**src/rtl/jpeg_coeff_decoder.sv**
```systemverilog
// jpeg_coeff_decoder: two-stage pipeline turning JPEG (size, additional bits)
// tokens into signed coefficients. Stage 1 sign-extends the magnitude code;
// stage 2 adds the per-component DC predictor, saturates and registers the
// result for the dequantiser.
//
// Handshake (both ports): a beat transfers on a rising edge where valid and
// ready are both high. The producer holds valid and its payload stable until
// that edge; out_valid never drops while the output waits for out_ready.
module jpeg_coeff_decoder #(
    parameter int SIZE_WIDTH = 4,
    parameter int CODE_WIDTH = 12,
    parameter int OUT_WIDTH  = 12,
    parameter int NUM_COMP   = 3,
    localparam int CW        = (NUM_COMP > 1) ? $clog2(NUM_COMP) : 1
) (
    input  logic                  clk,
    input  logic                  reset,
    input  logic                  in_valid,
    output logic                  in_ready,
    input  logic [SIZE_WIDTH-1:0] in_size,
    input  logic [CODE_WIDTH-1:0] in_code,
    input  logic                  in_is_dc,
    input  logic [CW-1:0]         in_comp,
    input  logic                  in_restart,
    output logic                  out_valid,
    input  logic                  out_ready,
    output logic [OUT_WIDTH-1:0]  out_coeff,
    output logic                  out_sat,
    output logic                  out_err
);

    // Extended value width: magnitude plus sign plus one guard bit.
    localparam int VW = CODE_WIDTH + 2;
    // Predictor-plus-difference width, wide enough that the sum never wraps.
    localparam int RW = OUT_WIDTH + CODE_WIDTH + 2;

    localparam logic signed [RW-1:0] MAX_R =
        signed'({{(RW - OUT_WIDTH + 1){1'b0}}, {(OUT_WIDTH - 1){1'b1}}});
    localparam logic signed [RW-1:0] MIN_R = ~MAX_R;

    // Whole pipeline advances together; a full output register blocks it.
    logic en;
    assign en       = !out_valid || out_ready;
    assign in_ready = en;

    // Stage 1 register contents
    logic                 s1_valid;
    logic signed [VW-1:0] s1_v;
    logic                 s1_is_dc;
    logic [CW-1:0]        s1_comp;
    logic                 s1_restart;
    logic                 s1_err;

    // DC predictors, one per colour component
    logic signed [OUT_WIDTH-1:0] pred [NUM_COMP];

    // Stage 1 combinational extend results
    logic [VW-1:0]        ext_mask;
    logic [VW-1:0]        ext_bits;
    logic signed [VW-1:0] ext_v;
    logic                 ext_err;

    // Sign-extend the JPEG magnitude code: a leading 0 marks a negative value.
    always_comb begin
        ext_mask = '0;
        ext_bits = '0;
        ext_v    = '0;
        ext_err  = 1'b0;
        if (32'(in_size) > CODE_WIDTH) begin
            ext_err = 1'b1;
        end else if (in_size != '0) begin
            ext_mask = (VW'(1) << in_size) - VW'(1);
            ext_bits = VW'(in_code) & ext_mask;
            // top bit of the field is the bit in mask but not in mask>>1
            if ((ext_bits & (ext_mask ^ (ext_mask >> 1))) != '0) begin
                ext_v = signed'(ext_bits);
            end else begin
                ext_v = signed'(ext_bits - ext_mask);
            end
        end
        if (in_is_dc && (32'(in_comp) >= NUM_COMP)) begin
            ext_err = 1'b1;
        end
    end

    // Stage 2 combinational predict/saturate results
    logic signed [OUT_WIDTH-1:0] pred_sel;
    logic signed [RW-1:0]        sum;
    logic [OUT_WIDTH-1:0]        st2_coeff;
    logic                        st2_sat;

    // Add the (possibly restart-cleared) predictor and clamp to the output range.
    always_comb begin
        pred_sel  = '0;
        st2_coeff = '0;
        st2_sat   = 1'b0;
        if (s1_is_dc && !s1_restart && !s1_err) begin
            for (int i = 0; i < NUM_COMP; i++) begin
                if (CW'(i) == s1_comp) begin
                    pred_sel = pred[i];
                end
            end
        end
        sum = RW'(pred_sel) + RW'(s1_v);
        if (s1_err) begin
            st2_coeff = '0;
        end else if (sum > MAX_R) begin
            st2_coeff = MAX_R[OUT_WIDTH-1:0];
            st2_sat   = 1'b1;
        end else if (sum < MIN_R) begin
            st2_coeff = MIN_R[OUT_WIDTH-1:0];
            st2_sat   = 1'b1;
        end else begin
            st2_coeff = sum[OUT_WIDTH-1:0];
        end
    end

    // Pipeline registers: stage 1 captures accepted tokens, stage 2 the results.
    always_ff @(posedge clk) begin
        if (reset) begin
            s1_valid   <= 1'b0;
            s1_v       <= '0;
            s1_is_dc   <= 1'b0;
            s1_comp    <= '0;
            s1_restart <= 1'b0;
            s1_err     <= 1'b0;
            out_valid  <= 1'b0;
            out_coeff  <= '0;
            out_sat    <= 1'b0;
            out_err    <= 1'b0;
        end else if (en) begin
            s1_valid <= in_valid;
            if (in_valid) begin
                s1_v       <= ext_v;
                s1_is_dc   <= in_is_dc;
                s1_comp    <= in_comp;
                s1_restart <= in_restart;
                s1_err     <= ext_err;
            end
            out_valid <= s1_valid;
            if (s1_valid) begin
                out_coeff <= st2_coeff;
                out_sat   <= st2_sat;
                out_err   <= s1_err;
            end
        end
    end

    // Predictor update as a token leaves stage 1; restart clears all but the
    // entry this token writes, so a restart DC token seeds its own component.
    always_ff @(posedge clk) begin
        if (reset) begin
            for (int i = 0; i < NUM_COMP; i++) begin
                pred[i] <= '0;
            end
        end else if (en && s1_valid) begin
            for (int i = 0; i < NUM_COMP; i++) begin
                if (s1_is_dc && !s1_err && (CW'(i) == s1_comp)) begin
                    pred[i] <= signed'(st2_coeff);
                end else if (s1_restart) begin
                    pred[i] <= '0;
                end
            end
        end
    end

endmodule
```
**config.mk**
```make
export PLATFORM = sky130hd
export DESIGN_NAME = jpeg_coeff_decoder
export DESIGN_NICKNAME = d
export VERILOG_FILES = /design/src/rtl/jpeg_coeff_decoder.sv
export SDC_FILE = /design/constraint.sdc
export NUM_CORES = 1
export LEC_CHECK = 0
export ABC_AREA = 1
export BUFFER_PORTS_ARGS = -buffer_cell sky130_fd_sc_hd__buf_2
export CAP_MARGIN = 5
export CORE_ASPECT_RATIO = 2
export CORE_MARGIN = 2
export CORE_UTILIZATION = 45
export DETAILED_ROUTE_END_ITERATION = 6
export GPL_TIMING_DRIVEN = 0
export PLACE_DENSITY = 0.62
export SLEW_MARGIN = 20
export SYNTH_ARGS = -nofsm -noshare
export SYNTH_HDL_FRONTEND = slang
export SYNTH_SLANG_ARGS = --single-unit
export TNS_END_PERCENT = 20
```
**constraint.sdc**
```tcl
create_clock -name clk -period 3 [get_ports clk]
set_input_delay 0.6 -clock clk [delete_from_list [all_inputs] [get_ports clk]]
set_output_delay 0.6 -clock clk [all_outputs]
set_load 0.02 [all_outputs]
```
==> results of run 1 <==
## layout by cell type (no fill, tap or decap), types with 16 or more instances in the layout
cell type  netlist  layout
edfxtp_1        24      24
buf_2            4      42
nand3_1         86      77
nand2_4          1      21
nor2_1          73      62
dfxtp_1         47      44
nand2_1        237     180
buf_4            3      16
inv_1           82      68
nand2_2          4      41
a21oi_1         50      46
## cell families after synthesis
logic type	Yosys count
simple gates	424
buf+inv	112
compound gates	83
flops	71
fa+ha+maj	17
xor+xnor	12
## metrics by stage
step,utilization [%],cells,power [mW],TNS [ps]
floorplan,-,719,1.50,0
global route,60.0,924,3.14,-765
CTS,54.5,911,2.84,0
global placement,49.8,893,1.69,-31550
finish,60.0,924,3.01,0
detailed placement,49.8,893,1.69,-33050
## repair_timing
action                     CTS  global route
resized for setup           46           126
pin swaps                    3            29
gates cloned                 0             3
setup buffers                3            10
setup endpoints to repair   49            44
## final cells by class
type / instances / area (um2)
clock buffer: 9 / 225
tap: 135 / 169
fill: 975 / 4040
sequential: 71 / 1670
buffer: 24 / 168
multi-input combinational: 536 / 3050
timing repair buffer: 55 / 344
inverter: 87 / 337
clock inverter: 7 / 86.3
## worst max-delay path, stage by stage, from the launching register on
cell and delay [ps]:
dfxtp_4 390, inv_6 50, nor2_4 210, clkbuf_16 190, nand2_1 60, nand3_2 70, nand2_1 70, inv_2 60
ha_4 210, nand2_2 80, inv_1 60, a21oi_2 140, nor2_1 60, nor2_1 140, nand2_1 70, nand2_1 80
nand2_2 110, inv_2 80, nand2_4 70, buf_6 140, nand2_1 100, nand2_4 70, nand2_4 80, nor2_1 50
## power groups by stage
stage	combinational, mW	sequential (mW)	clock [mW]
after floorplan	0.388	1.11	0
after global placement	0.592	1.09	0
after detailed placement	0.598	1.10	0
after CTS	0.638	1.08	1.13
after global routing	0.876	1.09	1.17
final	0.812	1.09	1.12
## sequential cells by signal, indices dropped and copies added, names as in the netlist
register,count
s1_comp,2
s1_is_dc,1
out_sat,1
s1_restart,1
pred,36
s1_valid,1
s1_v,14
out_valid,1
s1_err,1
out_coeff,12
out_err,1
## layer usage
| layer | wire length [um] | up-vias | global-route usage, % |
|---|---|---|---|
| li1 | - | 2433 | - |
| met1 | 4890 | 2180 | 21.7 |
| met2 | 8490 | 104 | 52.6 |
| met3 | 262 | 45 | 2.75 |
| met4 | 930 | 0 | 17.5 |
| met5 | 0 | - | 0 |
## how the worst max path moves through the flow
stage	start	to	slack (ps)
5_1_grt	s1_comp[0]	pred[1][5]	-70
2_1_floorplan	s1_comp[1]	pred[1][2]	60
3_3_place_gp	s1_comp[1]	pred[1][9]	-810
3_5_place_dp	s1_comp[1]	pred[1][9]	-860
6_report	s1_comp[0]	pred[1][5]	90
4_1_cts	s1_comp[1]	pred[1][9]	7
==> metrics.cfg, run 1 <==
[power]
irDropWorstVdd_uv=448
p_leak_nw=2.81
intPower_mw=2.00
p_comb_share_pct=26.9
p_sw_share_pct=33.6
clock_power_share_pct=37.0
p_per_area_nw_per_um2=498
switchingPower_mw=1.01
pwr-share-seq_pct=36.1

[worst_hold_path]
whs_path_depth=2
min_from=s1_valid
hold_path_class=flop to flop
hold-path-endpoint=s1_valid

[sta]
tightest_slew_ps=1180
final_hold_viol_count=0
hold_ws_ps=466
max_freq_ghz=0.343
setup_viol=0
rsz0062_at_grt=yes
fin_skew_ps=9.85
maxSlewViolCount=0
final.min_clock_period_ps=2910
period_share_pct=97.1
max_slew_margin_pct=21.2
layout_setup_ws_ps=87.8

[die]
fp.dieArea_um2=11200
initial_core_util_pct=46.2
io_pins=40
core_um2=10100
die_h_um=148
row_count=52
die_x_um=75.9

[cts]
postCtsHoldBufs=0
clkTransAtPathRegs_ps=70
clk_latency_ps=340
cts-root-buf=clkbuf_16
clkSinkCount=71
htree_levels=3
cts_made_buffers=9
cts_tree=yes
clock_path_buffers=2

[synthesis]
netlist_instances=719
ys_ff_latch=71
syn_nets=760
netlist_top_cells_count=nand2_1 (237), nand3_1 (86), inv_1 (82)
ys_seq_area_share_pct=35.7
synth.area.top_cells=dfxtp_1 (20%), nand2_1 (19%), edfxtp_1 (15%)
synth_top_area_cell=dfxtp_1
synth_xor_area_share_pct=2.26
synthArstFlopShare_pct=0
synth.avg_cell_area_um2=6.48
synth-simple-area-share_pct=38.4
ys_warn_count=0
yosys_most_used_dff=dfxtp_1
synth_top_family_by_area=simple AND/OR/NAND/NOR gates
synthMuxAreaShare_pct=0
yosys.area_share.adder_pct=4.73
yosysMostFrequentCell=nand2_1
synth_compound_area_share_pct=9.38
synth_edf_count=24
synth_cell_types=35
synth.top_cell.area_share_pct=20.2
synthesis.area_um2=4660

[grt]
grt_overflow=0
grt_pass1_wl_um=22100
grt_max_degree=16
antenna_found_initial=0
grt_pass1_vias=4650
grt_usage_pct=25.4

[route]
drc=0
via_per_inst=5.15
num_vias=4762
drt_pass1_iterations=4
drt_iter0_drc=294
routedWlPerCell_um=15.8
drt_wl_total_um=14600
ant_nets=0

[worst_setup_path]
r2r-end=pred[1][5]
ff2ff_path_depth=23
regToRegStartpoint=s1_comp[0]
cp_max_fo=6
end_kind=flop
worstSetupStartpointType=flop
critPathKind=flop to flop
r2r_slack_ps=90
critPathArrivalTime_ps=3000
crit_required_ps=3090

[placed_design]
hpwl_um=11100
dpl_cell_area_um2=5020
portBuffers=39
post-place-ws_ps=-862
gp_congestion=0.918

[cells_and_area]
drive_gt1_share_pct=27.6
n_antenna_cell=0
design_area_um2=6050
syn2layout_area_growth_pct=29.9
nNetsFinal=825

[flow_run]
maxCapViolCount=0

[status]
status=complete, no violations

No activity file was read; power rests on OpenSTA's default activity.
==> inputs of run 2 (changes only) <==
- CORE_UTILIZATION: 45 -> 55
- PLACE_DENSITY: 0.62 -> 0.74
==> run 2 against run 1 <==
Net effect: utilization rose by 15 points; register-to-register slack got worse by 50 ps; first-iteration DRC count is 44% higher; sequential power hardly changed; worst setup slack got worse by 45 ps.
==> metrics.cfg, run 2 (synthesized netlist as in run 1, its figures left out) <==
[status]
status=complete, no violations

[cells_and_area]
largest_reg_flops=36
reg_top3=pred: 36 flops, s1_v: 14 flops, out_coeff: 12 flops
syn2layout_area_growth_pct=33.0
fin_util_pct=75.2
largest_register=pred
final_common_cell=nand2_1
drive_gt1_share_pct=31.7
final_cells=900
nNetsFinal=838
final_cell_mix=nand2_1 (170), nand3_1 (73), inv_1 (65), nor2_1 (58), nand2_2 (54)
n_antenna_cell=0

[placed_design]
dp_cells=856
gp_congestion=0.931
portBuffers=39
hpwl_um=11000

[worst_setup_path]
critPathKind=flop to flop
worstSetupStartpointType=flop
critPathArrivalTime_ps=3050
regToRegStartpoint=s1_comp[0]
end_kind=flop
crit_required_ps=3090
cp_max_fo=6
r2r-end=pred[1][3]
r2r_slack_ps=40
ff2ff_path_depth=23

[die]
fp.dieArea_um2=9260
io_pins=40
die_h_um=134
die_x_um=69.1
initial_core_util_pct=56.6
row_count=47
core_um2=8230

[sta]
final_hold_viol_count=0
period_share_pct=98.6
tightest_slew_ps=1100
final.min_clock_period_ps=2960
fin_skew_ps=7.77
max_slew_margin_pct=26.7
maxSlewViolCount=0
rsz0062_at_grt=yes
max_freq_ghz=0.338
hold_ws_ps=472
fin_tns_setup_ps=0
setup_viol=0

[power]
power.total_mw=3.02
p_leak_nw=2.92
irDropWorstVdd_uv=326
p_per_area_nw_per_um2=488

[grt]
grt_pass1_vias=5001
antenna_found_initial=0
grt_usage_pct=31.3
grt_pass1_wl_um=22800
grt_max_degree=16
grt_overflow=0

[cts]
clkSinkCount=71
postCtsHoldBufs=0
cts_made_buffers=9
clock_path_buffers=2
cts-root-buf=clkbuf_16
cts_tree=yes
clkTransAtPathRegs_ps=60
htree_levels=3
clk_latency_ps=350

[route]
drt_pass1_iterations=5
ant_nets=0
via_per_inst=5.66
drt_wl_total_um=15600
drt_iter0_drc=423
routedWlPerCell_um=17.3
num_vias=5090
drc=0

[worst_hold_path]
whs_path_depth=2
min_from=out_coeff[5]
hold_path_class=flop to flop
hold-path-endpoint=out_coeff[5]

[flow_run]
maxCapViolCount=0

## run 2: changes by cell type in the layout (fill, tap and decap cells not counted), sizes merged
cell    change
buf        +14
bufinv      -1
clkbuf      -1
inv         +1
## run 2: power breakdown
group,internal [mW],switching (mW)
registers,1.05,0.0385
logic,0.351,0.550
clock network,0.576,0.459
total,1.97,1.05
## run 2: stage by stage
step	area (um2)	worst slack, ps
final	6190	42.5
after global routing	6190	-132
after CTS	5370	1.05
after detailed placement	4970	-767
after global placement	4970	-688
after floorplan	4660	59.3
## run 2: how the worst max path moves through the flow
stage	startpoint	endpoint	cells after the start
after CTS	s1_comp[1]	pred[0][9]	23
final	s1_comp[0]	pred[1][3]	23
after detailed placement	s1_comp[1]	pred[0][9]	21
after floorplan	s1_comp[1]	pred[1][2]	24
after global routing	s1_comp[0]	pred[1][6]	23
after global placement	s1_comp[1]	pred[0][8]	23
## run 2: layout make-up
| class | count | area [um2] |
|---|---|---|
| Timing Repair Buffer | 68 | 492 |
| Clock buffer | 9 | 225 |
| Buffer | 24 | 166 |
| Clock inverter | 7 | 60.1 |
| Inverter | 87 | 337 |
| Sequential cell | 71 | 1670 |
| Tap cell | 98 | 123 |
| Multi-Input combinational cell | 536 | 3120 |
| Fill cell | 635 | 2040 |
## run 2: timing repair
action                                  CTS  global route
pin swaps                                 2            36
endpoints found under the setup margin   49            45
gates cloned                              0             3
buffers inserted                          2            24
gates resized for setup                  39           155
## run 2: metal layers
layer	up-vias	GRT usage [%]	share of wire, %
met5	-	0	0
li1	2472	-	-
met3	68	3.98	3.5
met4	0	19.8	6.4
met2	199	63.8	58
met1	2351	27.3	32
## run 2: worst max-delay path, stage by stage, from the launching register on
cell and delay [ps]:
dfxtp_4 390, inv_6 50, nor2_4 220, buf_8 160, nand2_1 50, nand3_1 90, nand2_1 70, inv_1 90
ha_4 230, a21oi_4 170, nand2_4 90, nand2_1 80, nand2_2 80, nand2_2 80, nand2_1 50, nand2_1 70
nand2_2 110, inv_2 70, nand2_2 80, buf_6 140, nand2_1 90, nand2_2 80, nand2_2 90, nor2_1 70
